File: src/rtl/sega_pad_pkg.sv
`default_nettype none
// ============================================================================
//  Module   : sega_pad_pkg
//  Purpose  : Shared constants for the SMS / Mega Drive pad scanner: pad type
//             codes, decoded-word bit positions, pad pin positions, scan
//             phase numbers and the pad classification helper.
//  Revision : 1.0 - initial release
// ============================================================================
package sega_pad_pkg;

    // Pad type codes reported on pad_type
    localparam logic [1:0] PAD_NONE = 2'd0;
    localparam logic [1:0] PAD_3BTN = 2'd1;
    localparam logic [1:0] PAD_6BTN = 2'd2;
    localparam logic [1:0] PAD_ERR  = 2'd3;

    // Bit positions inside the decoded word {Z,Y,X,M,S,C,B,A,U,D,L,R}
    localparam int BTN_R = 0;
    localparam int BTN_L = 1;
    localparam int BTN_D = 2;
    localparam int BTN_U = 3;
    localparam int BTN_A = 4;
    localparam int BTN_B = 5;
    localparam int BTN_C = 6;
    localparam int BTN_S = 7;
    localparam int BTN_M = 8;
    localparam int BTN_X = 9;
    localparam int BTN_Y = 10;
    localparam int BTN_Z = 11;

    // Bit positions inside one pad port {pin9,pin6,up,down,left,right}
    localparam int PIN_R = 0;
    localparam int PIN_L = 1;
    localparam int PIN_D = 2;
    localparam int PIN_U = 3;
    localparam int PIN_6 = 4;
    localparam int PIN_9 = 5;

    // Scan phases that carry a sample (even phases drive select high)
    localparam logic [2:0] PH_P0   = 3'd0;  // C, B, U, D, L, R
    localparam logic [2:0] PH_P1   = 3'd1;  // S, A, first L+R-low marker
    localparam logic [2:0] PH_SIX  = 3'd3;  // all-directions-low 6-button marker
    localparam logic [2:0] PH_ZYXM = 3'd4;  // Z, Y, X, M
    localparam logic [2:0] PH_LAST = 3'd7;  // second L+R-low marker

    // Classify a pad from its two L+R-low markers and the 6-button marker.
    // Disagreeing markers mean the pad changed mid-frame.
    function automatic logic [1:0] classify_pad(input logic md1,
                                                input logic md7,
                                                input logic six);
        if (md1 != md7)
            return PAD_ERR;
        else if (!md1)
            return PAD_NONE;
        else if (six)
            return PAD_6BTN;
        else
            return PAD_3BTN;
    endfunction

endpackage
`default_nettype wire

File: src/rtl/sega_pad_decode.sv
`default_nettype none
// ============================================================================
//  Module   : sega_pad_decode
//  Purpose  : Per-pad sample capture, pad type detection and button decode.
//             Option SEGA_PAD_DEBOUNCE_EN: outputs follow a frame's result
//             only when it matches the previous frame's result.
//  Revision : 1.0 - initial release
// ============================================================================
module sega_pad_decode
    import sega_pad_pkg::*;
(
    input  logic        clk,
    input  logic        rst,
    input  logic        i_sample,       // last cycle of the current phase
    input  logic [2:0]  i_phase,
    input  logic [5:0]  i_pins,         // synchronised, active low
    output logic [1:0]  o_pad_type,
    output logic [11:0] o_pad_decoded
);

    logic [5:0]  w_btn;
    logic        w_md7;
    logic        w_commit;
    logic [1:0]  w_type;
    logic [11:0] w_word;

    logic [5:0]  r_p0;      // phase-0 levels, active high
    logic [1:0]  r_sa;      // {S, A}
    logic        r_md1;
    logic        r_six;
    logic [3:0]  r_zyxm;

    assign w_btn    = ~i_pins;
    assign w_md7    = w_btn[PIN_L] & w_btn[PIN_R];
    assign w_commit = i_sample && (i_phase == PH_LAST);

    // Capture the pins of each sampled phase as the frame progresses
    always_ff @(posedge clk) begin
        if (rst) begin
            r_p0   <= '0;
            r_sa   <= '0;
            r_md1  <= 1'b0;
            r_six  <= 1'b0;
            r_zyxm <= '0;
        end else if (i_sample) begin
            case (i_phase)
                PH_P0:   r_p0   <= w_btn;
                PH_P1: begin
                    r_sa  <= {w_btn[PIN_9], w_btn[PIN_6]};
                    r_md1 <= w_btn[PIN_L] & w_btn[PIN_R];
                end
                PH_SIX:  r_six  <= &w_btn[PIN_U:PIN_R];
                PH_ZYXM: r_zyxm <= w_btn[PIN_U:PIN_R];
                default: ;
            endcase
        end
    end

    // Build this frame's type and word; the last marker comes live from phase 7
    always_comb begin
        w_type = classify_pad(r_md1, w_md7, r_six);
        w_word = '0;
        case (w_type)
            PAD_NONE: begin
                w_word[BTN_C]       = r_p0[PIN_9];
                w_word[BTN_B]       = r_p0[PIN_6];
                w_word[BTN_U:BTN_R] = r_p0[PIN_U:PIN_R];
            end
            PAD_3BTN: begin
                w_word[BTN_S]       = r_sa[1];
                w_word[BTN_C]       = r_p0[PIN_9];
                w_word[BTN_B]       = r_p0[PIN_6];
                w_word[BTN_A]       = r_sa[0];
                w_word[BTN_U:BTN_R] = r_p0[PIN_U:PIN_R];
            end
            PAD_6BTN: begin
                w_word[BTN_Z:BTN_M] = r_zyxm;
                w_word[BTN_S]       = r_sa[1];
                w_word[BTN_C]       = r_p0[PIN_9];
                w_word[BTN_B]       = r_p0[PIN_6];
                w_word[BTN_A]       = r_sa[0];
                w_word[BTN_U:BTN_R] = r_p0[PIN_U:PIN_R];
            end
            default: w_word = o_pad_decoded;   // error frame keeps old buttons
        endcase
    end

`ifdef SEGA_PAD_DEBOUNCE_EN
    logic [1:0]  r_raw_type;
    logic [11:0] r_raw_word;

    // Accept a frame's result only when the previous frame produced the same
    always_ff @(posedge clk) begin
        if (rst) begin
            r_raw_type    <= PAD_NONE;
            r_raw_word    <= '0;
            o_pad_type    <= PAD_NONE;
            o_pad_decoded <= '0;
        end else if (w_commit) begin
            r_raw_type <= w_type;
            r_raw_word <= w_word;
            if ((w_type == r_raw_type) && (w_word == r_raw_word)) begin
                o_pad_type    <= w_type;
                o_pad_decoded <= w_word;
            end
        end
    end
`else
    // Outputs follow every completed frame
    always_ff @(posedge clk) begin
        if (rst) begin
            o_pad_type    <= PAD_NONE;
            o_pad_decoded <= '0;
        end else if (w_commit) begin
            o_pad_type    <= w_type;
            o_pad_decoded <= w_word;
        end
    end
`endif

endmodule
`default_nettype wire

File: src/rtl/sega_pad_scanner.sv
`default_nettype none
// ============================================================================
//  Module   : sega_pad_scanner
//  Purpose  : Multi-port SMS / Mega Drive pad scanner. One select sequencer
//             drives all ports; each port has its own decoder.
//             Option SEGA_PAD_DEBOUNCE_EN: two-frame agreement before the
//             decoded word and type change (frame_done still every frame).
//  Revision : 1.0 - initial release
// ============================================================================
module sega_pad_scanner
    import sega_pad_pkg::*;
#(
    parameter int N_PADS     = 2,
    parameter int SETTLE_CYC = 500,
    parameter int POLL_CYC   = 833333
) (
    input  logic                  clk,
    input  logic                  reset,
    input  logic                  en,
    input  logic [6*N_PADS-1:0]   pad_in,
    output logic [N_PADS-1:0]     pad_sel,
    output logic [2*N_PADS-1:0]   pad_type,
    output logic [12*N_PADS-1:0]  pad_decoded,
    output logic                  frame_done
);

    localparam int c_poll_w = (POLL_CYC > 1) ? $clog2(POLL_CYC) : 1;
    localparam int c_set_w  = (SETTLE_CYC > 1) ? $clog2(SETTLE_CYC) : 1;
    localparam logic [c_poll_w-1:0] c_poll_last = c_poll_w'(POLL_CYC - 1);
    localparam logic [c_set_w-1:0]  c_set_last  = c_set_w'(SETTLE_CYC - 1);

    localparam logic [1:0] c_st_idle = 2'd0;
    localparam logic [1:0] c_st_scan = 2'd1;
    localparam logic [1:0] c_st_done = 2'd2;

    logic [6*N_PADS-1:0] r_meta;
    logic [6*N_PADS-1:0] r_sync;
    logic [c_poll_w-1:0] r_poll_cnt;
    logic [1:0]          r_state;
    logic [2:0]          r_phase;
    logic [c_set_w-1:0]  r_settle;
    logic                r_sel;
    logic                r_frame_done;
    logic                w_wrap;
    logic                w_phase_end;

    assign w_wrap      = (r_poll_cnt == c_poll_last);
    assign w_phase_end = (r_state == c_st_scan) && (r_settle == c_set_last);
    assign pad_sel     = {N_PADS{r_sel}};
    assign frame_done  = r_frame_done;

    // Two-flop synchroniser for the asynchronous pad pins (idle level high)
    always_ff @(posedge clk) begin
        if (reset) begin
            r_meta <= '1;
            r_sync <= '1;
        end else begin
            r_meta <= pad_in;
            r_sync <= r_meta;
        end
    end

    // Free-running frame-rate counter
    always_ff @(posedge clk) begin
        if (reset)
            r_poll_cnt <= '0;
        else if (w_wrap)
            r_poll_cnt <= '0;
        else
            r_poll_cnt <= r_poll_cnt + c_poll_w'(1);
    end

    // Select sequencer: 8 phases per frame, select high on even phases
    always_ff @(posedge clk) begin
        if (reset) begin
            r_state      <= c_st_idle;
            r_phase      <= PH_P0;
            r_settle     <= '0;
            r_sel        <= 1'b1;
            r_frame_done <= 1'b0;
        end else begin
            r_frame_done <= 1'b0;
            case (r_state)
                c_st_idle: begin
                    r_sel <= 1'b1;
                    if (w_wrap && en) begin
                        r_state  <= c_st_scan;
                        r_phase  <= PH_P0;
                        r_settle <= '0;
                    end
                end
                c_st_scan: begin
                    if (w_phase_end) begin
                        r_settle <= '0;
                        if (r_phase == PH_LAST) begin
                            r_state      <= c_st_done;
                            r_sel        <= 1'b1;
                            r_frame_done <= 1'b1;   // outputs update on this edge
                        end else begin
                            r_phase <= r_phase + 3'd1;
                            r_sel   <= r_phase[0];  // level for the next phase
                        end
                    end else begin
                        r_settle <= r_settle + c_set_w'(1);
                    end
                end
                c_st_done: r_state <= c_st_idle;
                default:   r_state <= c_st_idle;
            endcase
        end
    end

    generate
        for (genvar g = 0; g < N_PADS; g++) begin : g_pad
            sega_pad_decode u_decode (
                .clk           (clk),
                .rst           (reset),
                .i_sample      (w_phase_end),
                .i_phase       (r_phase),
                .i_pins        (r_sync[6*g +: 6]),
                .o_pad_type    (pad_type[2*g +: 2]),
                .o_pad_decoded (pad_decoded[12*g +: 12])
            );
        end
    endgenerate

endmodule
`default_nettype wire

File: config.mk
export PLATFORM = sky130hd
export DESIGN_NAME = sega_pad_scanner
export DESIGN_NICKNAME = d
export VERILOG_FILES = /design/src/rtl/sega_pad_pkg.sv /design/src/rtl/sega_pad_decode.sv /design/src/rtl/sega_pad_scanner.sv
export SDC_FILE = /design/constraint.sdc
export NUM_CORES = 1
export LEC_CHECK = 0
export ABC_AREA = 1
export CAP_MARGIN = 20
export CORE_ASPECT_RATIO = 0.8
export CORE_MARGIN = 2
export CORE_UTILIZATION = 30
export CTS_BUF_LIST = sky130_fd_sc_hd__clkbuf_16
export DETAILED_ROUTE_END_ITERATION = 6
export GPL_TIMING_DRIVEN = 0
export PLACE_DENSITY = 0.57
export SYNTH_ARGS = -nofsm -noshare
export SYNTH_HDL_FRONTEND = slang
export SYNTH_SLANG_ARGS = --single-unit
File: constraint.sdc
create_clock -name clk -period 1.9 [get_ports clk]
set_input_delay 0.57 -clock clk [delete_from_list [all_inputs] [get_ports clk]]
set_output_delay 0.57 -clock clk [all_outputs]
set_load 0.01 [all_outputs]
[Word level (Yosys, flattened, before mapping)]
Index checks and enable logic that the tools add are counted.
Storage, ports and cells
  register bits: 116
  input port bits: 15
  output and inout port bits: 31
  logic and storage cells: 115
Cells by class
  $add $sub $neg: 3
  equality and inequality tests: 17
  multiplexer cells: 27
  bitwise operators: 6
  reductions and logical operators: 36
Operators with widths (count)
  $reduce_and A2 Y1: 12
  $add A20 B1 Y20 const B: 1
  $eq A20 B20 Y1 const B: 1
  $mux W2: 9
  $mux W9: 2
  $pmux W9 S2: 1
  $pmux W4 S2: 2
  $not A6 Y6: 2
  $reduce_and A4 Y1: 3
  $pmux W1 S2: 5
  $reduce_bool A2 Y1: 5
  $reduce_or A2 Y1: 5
  $add A9 B1 Y9 const B: 1
  $eq A9 B9 Y1 const B: 1
  $mux W3: 3
  $reduce_or A3 Y1: 3
  $eq A2 B1 Y1 const B: 3
  $eq A3 B3 Y1 const B: 2
  $logic_not A2 Y1: 3
  $pmux W3 S2: 1
  $eq A2 B2 Y1 const B: 2
  $ne A2 B1 Y1 const B: 2
  $ne A2 B2 Y1 const B: 2
  $pmux W2 S2: 1
  other kinds (10): 17

[Logic depth before layout (Yosys ltp)]
  depth in word-level cells: 8
  depth in mapped cells: 11
  depth with buffers taken out: 10

[Cells and area by module]
A second synthesis with hierarchy kept.
Second synthesis, totals
  cell total of the unflattened synthesis: 689
  area total of the unflattened synthesis: 5124.9 um2
By module, submodules not included
  sega_pad_scanner: times used 1, cells an instance 323, area each 2610.0 um2, seq. area each 1201.2 um2
  sega_pad_decode: times used 2, cells an instance 183, area each 1257.5 um2, seq. area each 560.5 um2

[Worst setup path before layout]
OpenSTA, ideal clock, no wires.
  path kind: flip-flop to flip-flop
  start point: register r_settle[0]
  end point: register g_pad[0].u_decode.o_pad_decoded[11]
  setup time: 132 ps
  arrival: 1475 ps
  data required time: 1768 ps
  slack: 293 ps
  stages on the path, launching flop included: 12
  buffers on the path: 1
  clock period less this slack: 1607 ps
  path through: dfxtp_1 ha_1 inv_1 nor3_2 nand3_4 inv_4 nand2_8 nor2_8 inv_2 buf_6 nand2_1 a21oi_2
On the way
  cells in the longest elaborated chain, start to end: 4
Ends and longest elaborated chain
  start: declaration: RTL line sega_pad_scanner.sv:41  | logic [c_set_w-1:0] r_settle;
  start signal: assignment: RTL line sega_pad_scanner.sv:104  | r_settle <= r_settle + c_set_w'(1);
  $eq A9 B9 Y1: RTL line sega_pad_scanner.sv:48  | assign w_phase_end = (r_state == c_st_scan) && (r_settle == c_set_last);
  $logic_and A1 B1 Y1: RTL line sega_pad_scanner.sv:48
  $logic_and A1 B1 Y1: RTL line sega_pad_decode.sv:35  | assign w_commit = i_sample && (i_phase == PH_LAST);
  $reduce_and A2 Y1 (no line)
  end signal: assignment: RTL line sega_pad_decode.sv:116  | o_pad_decoded <= w_word;
  end: declaration: RTL line sega_pad_decode.sv:18  | output logic [11:0] o_pad_decoded
No other way between the ends.
A chain may end at the register's enable or synchronous reset.

[Worst setup path in the final report]
  start point: register g_pad[1].u_decode.o_pad_decoded[10]
  end point: output port pad_decoded[22]
RTL lines
  start: declaration: RTL line sega_pad_decode.sv:18
  start signal: assignment: RTL line sega_pad_decode.sv:116
  end: declaration: RTL line sega_pad_scanner.sv:23  | output logic [12*N_PADS-1:0] pad_decoded,
No word-level cell between the ends.

==> impl_summary.log <==
[metrics] most common flop cell mapped by yosys: sky130_fd_sc_hd__dfxtp_1
[metrics] Post-synth EDFFs: 0
[metrics] simple-gate share of the synthesized area: 27.58%
[metrics] final setup fails: 0
[metrics] post-layout min period: 1849 ps
[metrics] largest family of logic cells by synthesized area: simple AND/OR/NAND/NOR gates
[metrics] fraction of registers with async set or reset after synthesis: 0%
[metrics] cell leakage power: 0.002554 uW
[metrics] DRT Pass-1 Iters: 4
[metrics] critical register-to-register path startpoint: r_settle[1]
[metrics] area share of fa/ha/maj cells after synthesis: 3.117%
[metrics] Slew headroom: 59.25%
[metrics] die area: 17090 um^2
[metrics] total buffers and inverters traversed by the critical path: 1
[metrics] H-tree levels: 4
[metrics] net count after synthesis: 633
[metrics] compound-cell area share of the yosys netlist: 11.04%
[metrics] final worst setup slack: 51.37 ps
[metrics] count of filler cells inserted in the layout: 1572
[metrics] CTS tree: yes
[metrics] achievable frequency: 0.5409 GHz
[metrics] n_diodes: 0
[metrics] growth of design area from synthesis to finish: 28.86%
[metrics] reg-to-reg endpoint: g_pad[1].u_decode.o_pad_decoded[4]
[metrics] Worst-Margin Slew: 611.2 ps
[metrics] number of maximum-capacitance violations: 0
[metrics] vertical extent of the die: 117.3 um
[metrics] DP Wirelength: 8081 um
[metrics] Root Driver: sky130_fd_sc_hd__clkbuf_16
[metrics] clock net sink count: 116
[metrics] maximum buffer depth of the clock tree: 2
[metrics] summed negative setup slack over all endpoints: 0 ps
[metrics] Vias per Instance: 4.450
[metrics] kind of start point of the critical path: flip-flop
[metrics] num rows: 41
[metrics] Synth Area in XOR/XNOR: 1.273%
[metrics] drt wl/cell: 12.22 um
[metrics] worst min-delay path endpoint: r_sync[11]
[metrics] arrival time of the worst setup path: 1280 ps
[metrics] I/O Buffers: 44
[metrics] total routed wirelength: 11040 um
[metrics] global-route wire length before repair: 18440 um
[metrics] count of different cell masters after synthesis: 36
[metrics] run status: complete, no violations
[metrics] total global routing overflow: 0
[metrics] kind of critical path: reg2out
[metrics] area of the core: 15750 um^2
[metrics] fraction of final layout cells sized beyond drive strength 1: 15.12%
[metrics] clock insertion delay at the later pin of the skew report: 410 ps
[metrics] Syn Std Cell Area: 4817 um^2
[metrics] post-synth top area cell: sky130_fd_sc_hd__dfxtp_1
[metrics] chip width: 145.7 um
[metrics] depth of the worst hold-timing path: 1
[metrics] Worst Setup Slack post-DPL: -289.4 ps
[metrics] mux cell area share after synthesis: 0%
[metrics] setup repair after global routing missed its margin: true
[metrics] Area contributors post-synth: sky130_fd_sc_hd__dfxtp_1 48%, sky130_fd_sc_hd__nand2_1 7.8%, sky130_fd_sc_hd__a21oi_1 6.3%
[metrics] classification of the worst-slack hold path: reg2reg
[metrics] areal power density over the cells: 964.1 nW/um^2
[metrics] family with the most delay on the worst path: buffers and inverters
[metrics] via count of the routed design: 4018
[metrics] max-slew violations: 0
[metrics] area fraction of the dominant cell type after synthesis: 48.21%
[metrics] post-synthesis area per instance: 7.949 um^2
[metrics] Reg clk slew, reported paths: 50 ps
[metrics] Seq/Total Area, Yosys: 48.21%
[metrics] cell with the largest stage delay on the worst path: sky130_fd_sc_hd__clkdlybuf4s50_1
[metrics] crit share post-route: 97.30%
[metrics] final total power: 5984 uW
[metrics] TritonCTS Buffers: 17
[metrics] worst endpoint required time: 1330 ps
[metrics] critical path fanouts, max: 2
[metrics] cells along the critical path: clkdlybuf4s50_1
[metrics] HP Start: r_meta[11]
[metrics] setup slack on the worst flop-to-flop path: 80 ps
[metrics] Tot GR Track Use: 13.36%
[metrics] setup clock skew after layout: 6.489 ps
[metrics] critical path's largest stage delay: 540 ps
[metrics] Post-layout nets: 702
[metrics] final-report hold violation count: 0
[metrics] number of DRC violations after detailed routing: 0
[metrics] starting DRC count in detailed routing: 178
[metrics] I/O pin total: 46
[metrics] routability-driven placement congestion ratio: 0.8782
[metrics] critical path capture point type: output pin
[metrics] pin count of the biggest net entering global routing: 17
[metrics] number of antenna violations at the first check in global routing: 0
[metrics] #FFs+latches synth: 116
[metrics] reg2reg path depth: 10
[metrics] starting density of the core: 30.59%
[metrics] Synth warnings: 0
[metrics] count of mapped cells out of synthesis: 606
[metrics] antenna viol nets, final: 0
[metrics] peak ir drop on the vdd network: 0.7190 mV
[metrics] vias in the first global route: 3934
## what timing repair did
item	4_1_cts	5_1_grt
hold endpoints to repair	0	0
setup buffers	2	4
endpoints found under the setup margin	25	67
pin swaps	1	5
hold buffers	0	0
resized for setup	4	18
## cell families after synthesis
family	count (synthesis)
simple gates	275
flops	116
compound gates	101
buf+inv	95
fa+ha+maj	12
xor+xnor	7
## power breakdown
part           switching, uW  internal [uW]  total (uW)
clock                   1120           2040        3160
sequential              32.4           2480        2520
combinational            198            113         311
## layer usage
layer / part of all wire (%) / global-route usage, % / vias to the layer above / routed length, um
li1: - / - / 2095 / -
met1: 52 / 18.31 / 1835 / 5718
met2: 42 / 19.60 / 77 / 4670
met3: 4.7 / 4.436 / 11 / 521
met4: 1.2 / 4.657 / 0 / 129
met5: 0 / 0 / - / 0
## flip-flops by register name, indices dropped and copies added, names as in the netlist, 2 cells and up
name,count
g_pad.u_decode.r_p0,12
r_phase,3
r_settle,9
r_meta,12
g_pad.u_decode.r_md1,2
g_pad.u_decode.r_zyxm,8
g_pad.u_decode.o_pad_type,4
r_poll_cnt,20
g_pad.u_decode.r_sa,4
r_sync,12
g_pad.u_decode.r_six,2
g_pad.u_decode.o_pad_decoded,24
r_state,2
## worst max path at each step
stage                                             start                                   to  slack (ps)  depth (start not counted)
floorplan                                   r_settle[0]  g_pad[0].u_decode.o_pad_decoded[11]         290                         11
global placement                                  reset                        r_poll_cnt[6]        -290                          5
detailed placement                                reset                       r_poll_cnt[15]        -290                          5
CTS                                         r_settle[0]            g_pad[0].u_decode.r_p0[5]           2                          9
global route                                r_settle[1]          g_pad[0].u_decode.r_zyxm[0]         -20                          8
finish              g_pad[1].u_decode.o_pad_decoded[10]                      pad_decoded[22]          50                          1
## synth_stat cells, types with 3 or more instances
library cell	number
sky130_fd_sc_hd__buf_2	3
sky130_fd_sc_hd__ha_1	12
sky130_fd_sc_hd__nand2_1	100
sky130_fd_sc_hd__inv_2	5
sky130_fd_sc_hd__nand3_1	55
sky130_fd_sc_hd__inv_1	64
sky130_fd_sc_hd__nor2_1	61
sky130_fd_sc_hd__dfxtp_1	116
sky130_fd_sc_hd__xor2_1	5
sky130_fd_sc_hd__nand4_1	10
sky130_fd_sc_hd__nor2_4	4
sky130_fd_sc_hd__buf_6	7
sky130_fd_sc_hd__nor3_1	5
sky130_fd_sc_hd__o21ai_0	27
sky130_fd_sc_hd__a21oi_1	61
sky130_fd_sc_hd__or2_2	27
sky130_fd_sc_hd__o21ai_1	4
sky130_fd_sc_hd__a21oi_2	3
sky130_fd_sc_hd__clkbuf_1	11
## layout make-up
class,count,area [um^2],share of cell area (%)
Timing Repair Buffer,50,503.0,8.103
Buffer,23,152.6,2.459
Sequential cell,116,2325,37.45
Inverter,72,272.8,4.394
Clock inverter,15,165.2,2.661
Clock buffer,17,425.4,6.853
Tap cell,215,269.0,4.334
Multi-Input combinational cell,395,2095,33.74
## placed cells by master (no fill, tap or decap), drive strengths merged, types with 10 or more instances in the layout
cell type,n
dfxtp,116
nand2,103
inv,72
nor2,68
a21oi,64
nand3,57
clkdlybuf4s50,34
o21ai,31
clkbuf,29
or2,27
buf,17
ha,12
nand4,10
## stage by stage
stage	util, %	instance area (um^2)	instances	hold slack [ps]
floorplan	-	4817	606	389.5
detailed placement	35.09	5527	865	396.6
CTS	38.93	6131	899	409.6
global route	39.41	6207	903	427.6
finish	39.41	6207	903	408.1
global placement	35.09	5527	865	398.5
Power figures use the tool's default switching activity.
